--- src/rtl/ws2812_frame_sequencer_pkg.sv ---
// Shared types and constants for the WS2812 frame sequencer.
// Covers the decoder-s2 bit interface, sequencer states and forwarded-bit record.
package ws2812_frame_sequencer_pkg;

  localparam int BITS_PER_PIXEL_DEF = 24;
  typedef logic [23:0] pixel_t;

  typedef enum logic [1:0] {SYNC = 2'd0, CAPTURE = 2'd1, FORWARD = 2'd2} seq_state_e;

  // State register encodings; these match seq_state_e.
  localparam logic [1:0] ST_SYNC    = 2'd0;
  localparam logic [1:0] ST_CAPTURE = 2'd1;
  localparam logic [1:0] ST_FORWARD = 2'd2;

  typedef struct packed {
    logic decode_bit;
    logic valid;
    logic treset;
  } shift_reg_input_t;

  typedef struct packed {
    logic fbit;
    logic valid;
  } fwd_output_t;

  localparam fwd_output_t reset_values_fwd = '{fbit: 1'b0, valid: 1'b0};

endpackage

--- src/rtl/ws2812_frame_sequencer_shifter.sv ---
// Pixel assembly shift register with its bit counter.
// 'full' flags the shift that completes a word; 'word_next' is that word.
module ws2812_pixel_shifter
  import ws2812_frame_sequencer_pkg::*;
#(
  parameter int BPP = BITS_PER_PIXEL_DEF
) (
  input  logic           clk,
  input  logic           reset,
  input  logic           shift_en,
  input  logic           clear,
  input  logic           in_bit,
  output logic [BPP-1:0] word_next,
  output logic           full,
  output logic           busy
);
  localparam int BC_W = $clog2(BPP + 1);

  logic [BPP-1:0]  shreg_q, shreg_d;
  logic [BC_W-1:0] bit_cnt_q, bit_cnt_d;

  always_comb begin
    word_next = {shreg_q[BPP-2:0], in_bit};
    full      = shift_en && (bit_cnt_q == BC_W'(BPP - 1));
    busy      = (bit_cnt_q != '0);
    shreg_d   = shreg_q;
    bit_cnt_d = bit_cnt_q;
    if (clear) begin
      shreg_d   = '0;
      bit_cnt_d = '0;
    end else if (shift_en) begin
      // The completed word is handed off combinationally, so restart empty.
      if (full) begin
        shreg_d   = '0;
        bit_cnt_d = '0;
      end else begin
        shreg_d   = word_next;
        bit_cnt_d = bit_cnt_q + BC_W'(1);
      end
    end
  end

  always_ff @(posedge clk) begin
    if (reset) begin
      shreg_q   <= '0;
      bit_cnt_q <= '0;
    end else begin
      shreg_q   <= shreg_d;
      bit_cnt_q <= bit_cnt_d;
    end
  end

endmodule

--- src/rtl/ws2812_frame_sequencer.sv ---
// WS2812 frame sequencer: captures this node's pixel from each frame and
// forwards the remaining bits, tracking alignment, pixel count and errors.
module ws2812_frame_sequencer
  import ws2812_frame_sequencer_pkg::*;
#(
  parameter int BITS_PER_PIXEL = BITS_PER_PIXEL_DEF,
  parameter int MAX_PIXELS     = 1024,
  localparam int CNT_W         = $clog2(MAX_PIXELS + 1)
) (
  input  logic                      clk,
  input  logic                      reset,
  input  logic                      in_bit,
  input  logic                      in_valid,
  input  logic                      in_treset,
  output logic [BITS_PER_PIXEL-1:0] pixel_data,
  output logic                      pixel_valid,
  input  logic                      pixel_ready,
  output logic                      fwd_bit,
  output logic                      fwd_valid,
  output logic                      frame_done,
  output logic                      short_frame,
  output logic                      overrun,
  output logic [CNT_W-1:0]          pixel_count,
  output logic                      synced
);
  localparam int BC_W = $clog2(BITS_PER_PIXEL + 1);
  localparam logic [CNT_W-1:0] PIX_MAX = CNT_W'(MAX_PIXELS);

  shift_reg_input_t in_s;
  logic [1:0] state_q, state_d;
  logic synced_q, synced_d;
  logic [BITS_PER_PIXEL-1:0] pixel_data_q, pixel_data_d;
  logic pixel_valid_q, pixel_valid_d;
  fwd_output_t fwd_q, fwd_d;
  logic frame_done_q, frame_done_d;
  logic short_frame_q, short_frame_d;
  logic overrun_q, overrun_d;
  logic [CNT_W-1:0] pixel_count_q, pixel_count_d;
  logic [CNT_W-1:0] frame_pix_q, frame_pix_d;
  logic [BC_W-1:0] fwd_bit_cnt_q, fwd_bit_cnt_d;

  logic sh_shift, sh_clear, sh_full, sh_busy;
  logic [BITS_PER_PIXEL-1:0] sh_word;

  ws2812_pixel_shifter #(.BPP(BITS_PER_PIXEL)) u_shifter (
    .clk       (clk),
    .reset     (reset),
    .shift_en  (sh_shift),
    .clear     (sh_clear),
    .in_bit    (in_s.decode_bit),
    .word_next (sh_word),
    .full      (sh_full),
    .busy      (sh_busy)
  );

  always_comb begin
    in_s          = '{decode_bit: in_bit, valid: in_valid, treset: in_treset};
    state_d       = state_q;
    synced_d      = synced_q;
    pixel_data_d  = pixel_data_q;
    pixel_valid_d = pixel_valid_q;
    fwd_d         = reset_values_fwd;
    frame_done_d  = 1'b0;
    short_frame_d = 1'b0;
    overrun_d     = 1'b0;
    pixel_count_d = pixel_count_q;
    frame_pix_d   = frame_pix_q;
    fwd_bit_cnt_d = fwd_bit_cnt_q;
    sh_shift      = 1'b0;
    sh_clear      = 1'b0;

    if (pixel_valid_q && pixel_ready) pixel_valid_d = 1'b0;

    // treset takes priority over a coincident valid bit in every state.
    case (state_q)
      ST_SYNC: begin
        if (in_s.treset) begin
          state_d  = ST_CAPTURE;
          synced_d = 1'b1;
          sh_clear = 1'b1;
        end
      end
      ST_CAPTURE: begin
        if (in_s.treset) begin
          short_frame_d = sh_busy;
          sh_clear      = 1'b1;
        end else if (in_s.valid) begin
          sh_shift = 1'b1;
          if (sh_full) begin
            pixel_data_d  = sh_word;
            pixel_valid_d = 1'b1;
            overrun_d     = pixel_valid_q && !pixel_ready;
            state_d       = ST_FORWARD;
            fwd_bit_cnt_d = '0;
            frame_pix_d   = '0;
          end
        end
      end
      ST_FORWARD: begin
        if (in_s.treset) begin
          frame_done_d  = 1'b1;
          pixel_count_d = (frame_pix_q == PIX_MAX) ? PIX_MAX : frame_pix_q + CNT_W'(1);
          state_d       = ST_CAPTURE;
          fwd_bit_cnt_d = '0;
          frame_pix_d   = '0;
          sh_clear      = 1'b1;
        end else if (in_s.valid) begin
          fwd_d = '{fbit: in_s.decode_bit, valid: 1'b1};
          if (fwd_bit_cnt_q == BC_W'(BITS_PER_PIXEL - 1)) begin
            fwd_bit_cnt_d = '0;
            if (frame_pix_q != PIX_MAX) frame_pix_d = frame_pix_q + CNT_W'(1);
          end else begin
            fwd_bit_cnt_d = fwd_bit_cnt_q + BC_W'(1);
          end
        end
      end
      default: state_d = ST_SYNC;
    endcase
  end

  always_ff @(posedge clk) begin
    if (reset) begin
      state_q       <= ST_SYNC;
      synced_q      <= 1'b0;
      pixel_data_q  <= '0;
      pixel_valid_q <= 1'b0;
      fwd_q         <= reset_values_fwd;
      frame_done_q  <= 1'b0;
      short_frame_q <= 1'b0;
      overrun_q     <= 1'b0;
      pixel_count_q <= '0;
      frame_pix_q   <= '0;
      fwd_bit_cnt_q <= '0;
    end else begin
      state_q       <= state_d;
      synced_q      <= synced_d;
      pixel_data_q  <= pixel_data_d;
      pixel_valid_q <= pixel_valid_d;
      fwd_q         <= fwd_d;
      frame_done_q  <= frame_done_d;
      short_frame_q <= short_frame_d;
      overrun_q     <= overrun_d;
      pixel_count_q <= pixel_count_d;
      frame_pix_q   <= frame_pix_d;
      fwd_bit_cnt_q <= fwd_bit_cnt_d;
    end
  end

  assign pixel_data  = pixel_data_q;
  assign pixel_valid = pixel_valid_q;
  assign fwd_bit     = fwd_q.fbit;
  assign fwd_valid   = fwd_q.valid;
  assign frame_done  = frame_done_q;
  assign short_frame = short_frame_q;
  assign overrun     = overrun_q;
  assign pixel_count = pixel_count_q;
  assign synced      = synced_q;

endmodule

--- config.mk ---
export PLATFORM = sky130hd
export DESIGN_NAME = ws2812_frame_sequencer
export DESIGN_NICKNAME = d
export VERILOG_FILES = /design/src/rtl/ws2812_frame_sequencer_pkg.sv /design/src/rtl/ws2812_frame_sequencer_shifter.sv /design/src/rtl/ws2812_frame_sequencer.sv
export SDC_FILE = /design/constraint.sdc
export NUM_CORES = 1
export LEC_CHECK = 0
export ABC_AREA = 1
export CAP_MARGIN = 20
export CORE_MARGIN = 2
export CORE_UTILIZATION = 59
export CTS_CLUSTER_SIZE = 25
export DETAILED_ROUTE_END_ITERATION = 16
export GPL_TIMING_DRIVEN = 0
export PLACE_DENSITY = 0.83
export SKIP_CTS_REPAIR_TIMING = 1
export SYNTH_ARGS = -nofsm -noshare
export SYNTH_HDL_FRONTEND = slang
export SYNTH_HIERARCHICAL = 1
export SYNTH_SLANG_ARGS = --single-unit
--- constraint.sdc ---
create_clock -name clk -period 5.17 [get_ports clk]
set_clock_uncertainty 0.05 [all_clocks]
set_input_delay 0.7755 -clock clk [delete_from_list [all_inputs] [get_ports clk]]
set_output_delay 0.7755 -clock clk [all_outputs]
set_load 0.02 [all_outputs]
==> results.tsv, run 1 <==
stage	metric	value	unit
timing	worst-margin pin slew	0.603	ns
logic_synthesis	Unique masters post-synth	30	
timing	RSZ-0062 raised after global routing	false	
logic_synthesis	ys async rst share	0	%
detailed_routing	vias post-DR	3531	
global_routing	first-pass GRT wire length	15000	um
global_routing	pin count of the biggest net entering global routing	16	
logic_synthesis	Synth area leader	dfxtp_1	
clock_network	Root Buffer	clkbuf_8	
timing	Hold Vio Cnt, Final	0	
global_routing	initial antenna violation count	0	
place	Post-DP HPWL	6090	um
floorplanning	starting density of the core	61.5	%
timing	fin. max-slew vios	0	
logic_synthesis	area of the mapped netlist	0.00393	sq mm
global_routing	gr usage total	25.5	%
detailed_routing	Avg WL per Cell	12.8	um
logic_synthesis	Mapped Avg Cell Area	7.23	sq um
place	GPL Wtd Cong	0.867	
setup_path	WP data arrival	3.73	ns
floorplanning	chip width	85.6	um
clock_network	H-tree levels	3	
global_routing	aggregate global routing overflow	0	
floorplanning	Core Box Area	0.00639	sq mm
run	Max Cap Viol	0	
detailed_routing	drt initial violations	191	
setup_path	CP required	5.42	ns
floorplanning	Die Ht	85.6	um
logic_synthesis	synthesized instance count	543	
layout	fillers	518	
detailed_routing	ANT nets after route	0	
logic_synthesis	Mapped Nets	554	
power_and_ir_drop	Power Dens Cells	265	mW/mm^2
setup_path	startpoint type of the worst setup path	input port	
timing	crit share post-route	67.4	%
clock_network	Worst-path clk slew	0.09	ns
layout	share of layout cells above drive strength 1	10.9	%
power_and_ir_drop	Pwr Total	1.25	mW
setup_path	Critical Path Sink Type	flip-flop	
detailed_routing	iteration count of the initial detailed-routing pass	6	
detailed_routing	Post-route DRC	0	
setup_path	crit path kind	in2reg	
logic_synthesis	Area contributors post-synth	dfxtp_1 45%, nand2_1 14%, nor2_1 7.9%, inv_1 5.0%, nand3_2 4.8%	
place	PortBufs	47	
layout	P&R area growth vs syn	20.0	%
worst_hold_path	Min-Delay Path Class	reg2reg	
layout	# diodes	0	
clock_network	CTS tree	yes	
run_status	status	completed	
logic_synthesis	Post-synth EDFFs	0	
floorplanning	IO Pins	48	
timing	Max Fclk	287	MHz
timing	post-layout min period	3.48	ns
logic_synthesis	Synth top area share	44.9	%
global_routing	via count of the first global-routing pass	3354	
clock_network	CTS Buf Count	9	
logic_synthesis	Synth Register Bits	88	
layout	final core utilization	73.8	%
floorplanning	Cell Rows	29	
layout	layout net count	612	
setup_path	Crit Path Max Fanout	10	
timing	slew margin rel.	59.8	%
logic_synthesis	most common cell in the synthesized netlist	nand2_1	
floorplanning	DIE AREA	0.00732	sq mm
logic_synthesis	synth warn	6	
clock_network	clk buf depth	2	
power_and_ir_drop	Leak	2.12	nW
logic_synthesis	Main synth FF type	dfxtp_1	
timing	Post-Route Setup TNS	0	ns
power_and_ir_drop	peak supply drop	0.000197	V
detailed_routing	Post-Route WL	8740	um
clock_network	clk_lat worst skew	0.36	ns
clock_network	CTS Sinks	88	
detailed_routing	vias per cell	5.17	
logic_synthesis	synth cell count leaders	144 x nand2_1, 88 x dfxtp_1, 83 x nor2_1, 52 x inv_1, 29 x a21oi_1	
logic_synthesis	sequential-to-total area share from yosys stat	44.9	%
timing	count of final setup violators	0	
==> metal layers <==
metal  global-route usage (%)  vias up  routed length, um
li1                         -     1807                  -
met1                     31.0     1618               3700
met2                     44.5       88               4370
met3                     4.72       18                468
met4                     10.8        0                199
met5                        0        -                  0
==> critical path, cell delays in order <==
cell	delay [ns]
clkdlybuf4s50_1	0.53
inv_4	0.19
nand2_4	0.09
nor2_1	0.13
buf_6	0.16
nand2_4	0.06
nor2_4	0.13
nand2_4	0.11
buf_6	0.18
inv_2	0.06
nand3_1	0.13
nor2_1	0.48
clkbuf_1	0.41
o21ai_0	0.14
nor2_1	0.13
==> worst paths after layout <==
kind                                startpoint        endpoint  slack, ns  depth (start not counted)
worst min register to register  pixel_count[0]  pixel_count[0]       0.42                          2
worst max-delay path                 in_treset   pixel_data[8]       1.69                         15
worst min-delay path            pixel_count[0]  pixel_count[0]       0.42                          2
worst max register to register      state_q[0]   pixel_data[8]       2.21                         15
==> per-stage QoR <==
stage               hold slack [ns]  area (sq um)  std cells  setup WS (ns)
finish                        0.422          4710        683           1.69
global route                  0.441          4710        683           1.43
CTS                           0.424          4710        683           1.67
detailed placement            0.395          4490        667           1.30
global placement              0.395          4490        667           1.32
floorplan                     0.377          3930        543           2.52
==> power breakdown <==
| group | internal [mW] | total (mW) | switching [mW] |
|---|---|---|---|
| sequential | 0.679 | 0.680 | 0.00166 |
| clock | 0.273 | 0.525 | 0.252 |
| combinational | 0.0146 | 0.0453 | 0.0307 |
| total | 0.966 | 1.25 | 0.285 |
==> state kept, by name (all words and copies together), names as in the netlist, 2 cells and up <==
signal	count
u_shifter/bit_cnt_q	5
u_shifter/shreg_q	23
frame_pix_q	11
state_q	2
fwd_bit_cnt_q	5
pixel_count	11
pixel_data	24
==> cell type report <==
type | instances | area [sq um] | area share (%)
clock buffer | 9 | 124 | 2.63
timing repair buffer | 47 | 470 | 9.98
tap | 77 | 96.3 | 2.04
buffer | 25 | 159 | 3.37
clock inverter | 7 | 95.1 | 2.02
sequential | 88 | 1760 | 37.4
multi-input combinational | 365 | 1760 | 37.3
inverter | 65 | 246 | 5.23
==> cells by family (layout without fill, tap and decap cells) <==
group | Yosys count | in the layout | synth area share (%)
flip-flops | 88 | 88 | 44.9
adder cells (fa/ha/maj) | 5 | 5 | 1.59
AND/OR/NAND/NOR | 292 | 292 | 33.7
AO/OA/AOI/OAI | 63 | 63 | 8.41
XOR/XNOR | 5 | 5 | 1.12
buffers and inverters | 90 | 153 | 10.3
==> placed cells by master (no fill, tap or decap), types with 2 or more instances in the layout <==
| master | count |
|---|---|
| a21oi_1 | 29 |
| a31oi_1 | 3 |
| buf_2 | 7 |
| buf_4 | 5 |
| buf_6 | 5 |
| bufinv_16 | 2 |
| clkbuf_1 | 7 |
| clkbuf_8 | 9 |
| clkdlybuf4s50_1 | 47 |
| clkinv_1 | 8 |
| clkinv_2 | 2 |
| dfxtp_1 | 88 |
| ha_1 | 5 |
| inv_1 | 52 |
| inv_2 | 4 |
| nand2_1 | 144 |
| nand2_4 | 3 |
| nand3_1 | 28 |
| nand3_2 | 19 |
| nand4_1 | 3 |
| nor2_1 | 83 |
| nor2_4 | 2 |
| nor3_1 | 6 |
| o21ai_0 | 27 |
| o21ai_1 | 3 |
| xor2_1 | 4 |
Power figures use the tool's default switching activity.
==> inputs of run 2 (changes only) <==
--- a/config.mk
+++ b/config.mk
@@ -8,11 +8,11 @@
 export ABC_AREA = 1
 export CAP_MARGIN = 20
 export CORE_MARGIN = 2
-export CORE_UTILIZATION = 59
+export CORE_UTILIZATION = 50
 export CTS_CLUSTER_SIZE = 25
 export DETAILED_ROUTE_END_ITERATION = 16
 export GPL_TIMING_DRIVEN = 0
-export PLACE_DENSITY = 0.83
+export PLACE_DENSITY = 0.75
 export SKIP_CTS_REPAIR_TIMING = 1
 export SYNTH_ARGS = -nofsm -noshare
 export SYNTH_HDL_FRONTEND = slang
==> constraint.sdc (replaced) <==
create_clock -name clk -period 2.9 [get_ports clk]
set_clock_uncertainty 0.05 [all_clocks]
set_input_delay 0.435 -clock clk [delete_from_list [all_inputs] [get_ports clk]]
set_output_delay 0.435 -clock clk [all_outputs]
set_load 0.02 [all_outputs]
==> results.tsv, run 2 (synthesis gave the netlist of run 1 again) <==
stage	metric	value	unit
floorplanning	IO Pins	48	
clock_network	H-tree levels	3	
setup_path	cell family with most CP delay	simple AND/OR/NAND/NOR gates	
timing	post-layout min period	2.67	ns
place	GPL Wtd Cong	0.893	
floorplanning	Cell Rows	32	
floorplanning	chip width	92.6	um
timing	fin. max-slew vios	0	
setup_path	WP data arrival	2.85	ns
power_and_ir_drop	Pwr Total	2.32	mW
power_and_ir_drop	power share of the clock group	44.2	%
power_and_ir_drop	Pint	1.83	mW
floorplanning	starting density of the core	51.3	%
detailed_routing	vias post-DR	3496	
global_routing	via count of the first global-routing pass	3301	
timing	crit share post-route	92.2	%
layout	most common cell after layout, fill and taps aside	nand2_1	
layout	P&R area growth vs syn	22.3	%
clock_network	Root Buffer	clkbuf_8	
timing	Post-Route Setup TNS	0	ns
place	PortBufs	47	
power_and_ir_drop	Psw	0.495	mW
detailed_routing	Post-Route WL	8540	um
global_routing	initial antenna violation count	0	
clock_network	clk buf depth	2	
power_and_ir_drop	Sw Share	21.3	%
detailed_routing	drt initial violations	163	
setup_path	crit path kind	reg2reg	
layout	multi-input combinational cell area	0.00177	sq mm
clock_network	CTS tree	yes	
run_status	status	completed	
layout	max reg flops	24	
timing	RSZ-0062 raised after global routing	false	
power_and_ir_drop	Comb pwr share	3.5	%
setup_path	Crit Path Max Fanout	10	
floorplanning	DIE AREA	0.00858	sq mm
setup_path	CP cell instances	inv_1 -> nor2_1 -> inv_1 -> nor2_1 -> buf_6 -> nand2_4 -> nor2_4 -> nand2_4 -> buf_6 -> inv_2 -> nand3_1 -> o21ai_4 -> nand2_2 -> inv_1 -> nand2_1 -> buf_2 -> nand2_1 -> a21oi_1	
layout	# diodes	0	
timing	count of final setup violators	0	
place	Post-DP HPWL	5980	um
setup_path	delay of the slowest cell on the worst path	0.41	ns
power_and_ir_drop	Power Dens Cells	483	mW/mm^2
detailed_routing	vias per cell	4.92	
power_and_ir_drop	peak supply drop	0.000462	V
timing	Max Fclk	374	MHz
worst_hold_path	Min-Delay Path Class	reg2reg	
floorplanning	Core Box Area	0.00765	sq mm
run	Max Cap Viol	0	
setup_path	Critical Path Sink Type	flip-flop	
power_and_ir_drop	Seq pwr share	52.2	%
global_routing	gr usage total	20.7	%
detailed_routing	Post-route DRC	0	
timing	Min Hold Slack	0.409	ns
setup_path	CP bufs+invs	7	
setup_path	slowest CP cell	dfxtp_1	
detailed_routing	iteration count of the initial detailed-routing pass	4	
floorplanning	Die Ht	92.6	um
layout	share of layout cells above drive strength 1	11.5	%
detailed_routing	ANT nets after route	0	
power_and_ir_drop	Leak	2.16	nW
timing	Hold Vio Cnt, Final	0	
clock_network	clk_lat worst skew	0.36	ns
timing	worst-margin pin slew	0.602	ns
layout	layout net count	615	
layout	commonest cells after routing, fill and taps aside	144 x nand2_1, 88 x dfxtp_1, 82 x nor2_1, 52 x inv_1, 45 x clkdlybuf4s50_1	
global_routing	pin count of the biggest net entering global routing	15	
clock_network	Worst-path clk slew	0.09	ns
clock_network	CTS Sinks	88	
global_routing	first-pass GRT wire length	14400	um
setup_path	startpoint type of the worst setup path	flip-flop	
layout	fillers	676	
detailed_routing	Avg WL per Cell	12.0	um
layout	register area	0.00176	sq mm
clock_network	CTS Buf Count	9	
timing	slew margin rel.	59.9	%
setup_path	CP required	3.08	ns
global_routing	aggregate global routing overflow	0	
setup_path	CP most frequent cell	inv_1	
-- run 2: stage by stage --
stage | std cells | util (%) | cell area [sq um] | worst slack [ns]
after floorplan | 543 | - | 3930 | 0.591
after global placement | 692 | 59.2 | 4520 | -0.542
after detailed placement | 692 | 59.2 | 4520 | -0.538
after CTS | 707 | 62.3 | 4770 | -0.250
after global routing | 710 | 62.8 | 4800 | 0.00641
final | 710 | 62.8 | 4800 | 0.225
-- run 2: per-layer routing --
layer / share of wire (%) / global-route usage (%) / up-vias
li1: - / - / 1804
met1: 46 / 25.3 / 1606
met2: 49 / 36.3 / 78
met3: 4.5 / 3.34 / 8
met4: 1.0 / 8.58 / 0
met5: 0 / 0 / -
-- run 2: worst min-delay path, delay by kind of cell (launching register included) --
kind | cells | cell delay [ns]
AND/OR/NAND/NOR | 2 | 0.11
flip-flops | 1 | 0.32
-- run 2: final timing paths --
kind / startpoint / end / slack [ns] / depth (start not counted)
setup reg to reg: state_q[0] / frame_pix_q[5] / 0.23 / 18
setup / recovery: state_q[0] / frame_pix_q[5] / 0.23 / 18
hold / removal: u_shifter/shreg_q[22] / u_shifter/shreg_q[22] / 0.41 / 2
hold reg to reg: u_shifter/shreg_q[22] / u_shifter/shreg_q[22] / 0.41 / 2
-- run 2: final cells by class --
cell class / instances / area share (%)
plain buffers: 25 / 3.33
clock buffers: 10 / 2.87
clock inverters: 5 / 2.19
inverters: 65 / 5.13
multi-input cells: 365 / 36.8
flip-flops and latches: 88 / 36.7
well taps: 102 / 2.66
repair buffers: 50 / 10.4
-- run 2: power by group through the flow --
stage               registers (mW)  logic [mW]  clock network, mW
finish                        1.21      0.0816               1.03
global route                  1.21      0.0891               1.09
CTS                           1.21      0.0804               1.03
detailed placement            1.24      0.0798                  0
global placement              1.24      0.0788                  0
floorplan                     1.24      0.0490                  0
==> RTL edit 1: new RTL, flow settings as in run 2 <==
Put one more register stage on the output `pixel_count`. The value now appears one clock later. The other outputs are not delayed to match.
--- a/src/rtl/ws2812_frame_sequencer.sv
+++ b/src/rtl/ws2812_frame_sequencer.sv
@@ -154,5 +154,7 @@
   assign short_frame = short_frame_q;
   assign overrun     = overrun_q;
-  assign pixel_count = pixel_count_q;
+  always_ff @(posedge clk) begin
+    pixel_count <= pixel_count_q;
+  end
   assign synced      = synced_q;
 
Behaviour: same outputs for any inputs over 10 cycles, from zero or initial values and one cycle with reset high; that may be too few to reach the edited logic, so the function may still have changed.
==> RTL edit 1 against run 2 <==
Setup slack lost 71 ps. Synthesized cell count rose by 3.9%. Wire length grew 4.5%. Sequential share of layout area grew 2.5 points. Fmax shrank 2.6%. Non-clock buffer count increased by 1. Count of clock-buffer cells in the layout unchanged. Final area increased by 5.4%. Synthesized area is 6.6% higher. Core utilization shrank 0.89 points. Total power increased by 2.3%. Sequential cell count is 11 higher. Critical path type is now in2reg. Critical endpoint is now frame_pix_q[10]$_SDFFE_PP0P_. Largest power group unchanged.
==> RTL edit 1: results (changes against run 2) <==
r2r-start: "state_q[0]$_SDFFE_PP0P_"
layout-drive-gt1-share_pct: 12.5  # +1.0 points
pg_comb_uw: 90.7  # +11%
fin_nets: 637  # +3.6%
gr-usage-met2_pct: 35.6  # -0.69 points
grt_usage_pct: 20.9  # +0.23 points
wirelength_um: 8920  # +4.5%
grt_pass1_vias: 3248  # -1.6%
reg2reg_slack_ps: 430  # +200 ps
place_congestion: 0.878  # -1.6%
synth-compound-area-share_pct: 8.31  # -0.10 points
grt_max_degree: 18  # +3
viasPerCell: 4.91  # -0.19%
n_all_inverters: 59  # -9.2%
irDropWorstVdd_mv: 0.311  # -33%
hp-start: "pixel_count_q[7]$_SDFFE_PP0P_"
critPathMaxStageDelay_ps: 450  # +40 ps
clkTransAtPathRegs_ps: 90  # about the same
min_delay_worst_endpoint: "pixel_count[7]$_DFF_P_"
clockBufferDepth: 2  # unchanged
synthXorXnorAreaFrac_pct: 0  # -1.1 points
wl_met3_um: 459  # +20%
multi_input_gates: 381  # +4.4%
status: "complete, no violations"
met1_usage_pct: 26.2  # +0.88 points
relSlewSlack_pct: 64.7  # +4.8 points
top_layer: "met4"
via_count: 3617  # +3.5%
r2r-end: "frame_pix_q[10]$_SDFFE_PP0P_"
ys_types: 28  # -6.7%
p_int_mw: 1.83  # -0.11%
p_clk_share_pct: 38.6  # -5.6 points
crit_arrival_ps: 2920  # +70 ps
syn_nets: 575  # +3.8%
pwr-share-seq_pct: 57.5  # +5.3 points
wl_met2_um: 4410  # +6.0%
grtUsageMet3_pct: 5.77  # +2.4 points
syn-mean-instance-area_um2: 7.42  # +2.6%
clk_share_pct: 4.10  # -0.95 points
seq_share_pct: 39.1  # +2.5 points
synth_area_leaders: "dfxtp_1, nand2_1, nor2_1"
num-nonclk-buffers: 76  # +1.3%
nFillCells: 742  # +9.8%
synth_top_area_share_pct: 47.4  # +2.5 points
holdWs_ps: 306  # -103 ps
drtIter0Drc: 148  # -9.2%
synth_fa_ha_area_share_pct: 1.49  # -0.099 points
place_area_um2: 4790  # +5.8%
taps: 105  # +2.9%
pre_cts_ws_ps: -871  # -332 ps
ys_seq_area_share_pct: 47.4  # +2.5 points
htreeDepth: 3  # unchanged
multiInputGateArea_um2: 1840  # +4.1%
cts_buffers: 9  # unchanged
r2r_cells: 14  # -4
dpl.hpwl_um: 6270  # +4.8%
synth_commonest_cells: "nand2_1, dfxtp_1, nor2_1, inv_1, nand3_1"
buffer_area_share_pct: 13.4  # -0.26 points
p_leak_nw: 2.18  # +1.1%
dp.cells: 716  # +3.5%
-- RTL edit 1: changes by cell type after synthesis, moves of 3 or more --
cell / before / now
dfxtp_1: 88 / 99
nand3_1: 28 / 38
inv_1: 52 / 44
nand2_1: 144 / 149
xor2_1: 4 / 0
clkbuf_1: 7 / 10
inv_2: 4 / 7
-- RTL edit 1: worst max path at each step --
stage,from,endpoint,slack [ps],cells past startpoint
after floorplan,in_treset,frame_pix_q[9]$_SDFFE_PP0P_,330,17
after global placement,in_treset,pixel_data[21]$_SDFFE_PP0P_,-830,17
after detailed placement,in_treset,pixel_data[15]$_SDFFE_PP0P_,-870,16
after CTS,in_treset,pixel_data[15]$_SDFFE_PP0P_,-490,16
after global routing,in_treset,frame_pix_q[10]$_SDFFE_PP0P_,-9,18
final,in_treset,frame_pix_q[10]$_SDFFE_PP0P_,150,17
-- RTL edit 1: critical path: cells and delay by family --
family	cells	cell delay [ps]
buffers and inverters	7	1390
and+or+nand+nor	8	830
AOI/OAI and AO/OA	2	260
==> RTL edit 2: new RTL, flow settings as in run 2 <==
Without the edit above. Change the package constant `BITS_PER_PIXEL_DEF` from 24 to 32.
--- a/src/rtl/ws2812_frame_sequencer_pkg.sv
+++ b/src/rtl/ws2812_frame_sequencer_pkg.sv
@@ -3,5 +3,5 @@
 package ws2812_frame_sequencer_pkg;
 
-  localparam int BITS_PER_PIXEL_DEF = 24;
+  localparam int BITS_PER_PIXEL_DEF = 32;
   typedef logic [23:0] pixel_t;
 
Ports: changed (resized pixel_data); port bits go from 48 to 56. No check against the original RTL was run, so the function may have changed too.
==> RTL edit 2 against run 2 <==
Wire length up 15%. Global-route usage up 0.82 points. Sequential cell count up 18. Sequential power up 21%. Synthesized area up 11%. Final area up 9.2%. Total power up 4.0%. Highest routed layer unchanged. Worst hold slack better by 12 ps. Sequential share of layout area up 3.8 points. Setup slack better by 160 ps.
==> RTL edit 2: results (changes against run 2) <==
grt_pass1_wl_um: 16700  # +16%
grt_usage_pct: 21.5  # +0.82 points
dpl.hpwl_um: 6980  # +17%
crit_arrival_ps: 2710  # -140 ps
layout-drive-gt1-share_pct: 11.5  # -0.022 points
drtIter0Drc: 181  # +11%
place_area_um2: 5060  # +12%
nFillCells: 786  # +16%
fin_nets: 650  # +5.7%
critPathMaxStageDelay_ps: 560  # +150 ps
irDropWorstVdd_mv: 0.342  # -26%
ys_types: 33  # +10%
grt_pass1_vias: 3571  # +8.2%
synth_area_leaders: "dfxtp_1, nand2_1, nor2_1"
largest_reg_flops: 32  # +33%
pre_cts_ws_ps: -162  # +377 ps
relSlewSlack_pct: 64.9  # +5.0 points
crit_path_top_delay_cell: "clkdlybuf4s50_1"
syn-mean-instance-area_um2: 7.64  # +5.6%
via_count: 3814  # +9.1%
syn_nets: 584  # +5.4%
status: "complete, no violations"
viasPerCell: 5.07  # +3.0%
port_buffers: 55  # +17%
ys_seq_area_share_pct: 48.5  # +3.6 points
seq_area_um2: 2120  # +20%
-- RTL edit 2: worst paths after layout --
path | from | to | depth (start not counted)
min | pixel_count[5]$_SDFFE_PP0P_ | pixel_count[5]$_SDFFE_PP0P_ | 2
min reg2reg | pixel_count[5]$_SDFFE_PP0P_ | pixel_count[5]$_SDFFE_PP0P_ | 2
max | in_treset | frame_pix_q[6]$_SDFFE_PP0P_ | 10
max reg2reg | state_q[0]$_SDFFE_PP0P_ | frame_pix_q[6]$_SDFFE_PP0P_ | 12
-- RTL edit 2: cell families (layout without fill, tap and decap cells) --
group                    count (synthesis)  in the layout  synth area share [%]
adder cells (fa/ha/maj)                  5              5                  1.43
XOR/XNOR                                 6              6                  1.20
flip-flops                             106            106                  48.5
AO/OA/AOI/OAI                          106            106                  14.2
buffers and inverters                   62            133                  6.66
AND/OR/NAND/NOR                        288            288                  28.0
-- RTL edit 2: metal layers --
| metal | global-route usage, % | part of all wire [%] | vias up |
|---|---|---|---|
| li1 | - | - | 1971 |
| met4 | 8.44 | 1.6 | 0 |
| met3 | 4.60 | 3.6 | 12 |
| met1 | 27.3 | 45 | 1762 |
| met5 | 0 | 0 | - |
| met2 | 35.9 | 50 | 69 |
-- RTL edit 2: area by class of cell --
class                   count  share of cell area, %
multi-input cells         405                   37.5
well taps                 108                   2.58
plain buffers              28                   3.13
repair buffers             55                   10.5
clock buffers              10                   2.43
clock inverters             6                  0.954
flip-flops and latches    106                   40.5
inverters                  34                   2.43
-- RTL edit 2: power by group through the flow --
stage / Sequential [mW] / Combinational [mW] / Clock [mW]
5_1_grt: 1.46 / 0.110 / 0.935
3_5_place_dp: 1.49 / 0.0980 / 0
4_1_cts: 1.46 / 0.0987 / 0.872
6_report: 1.46 / 0.0990 / 0.856
2_1_floorplan: 1.49 / 0.0644 / 0
3_3_place_gp: 1.49 / 0.0969 / 0
-- RTL edit 2: worst reg2reg max path: stages (launching register included) --
cell,delay (ps)
dfxtp_1,390
inv_2,80
nor2_4,130
inv_1,80
nor3_2,210
nand3_4,150
nor2_1,320
nand3_4,200
nand2_2,210
nand3_1,140
buf_2,220
nand2_1,80
a21oi_1,60
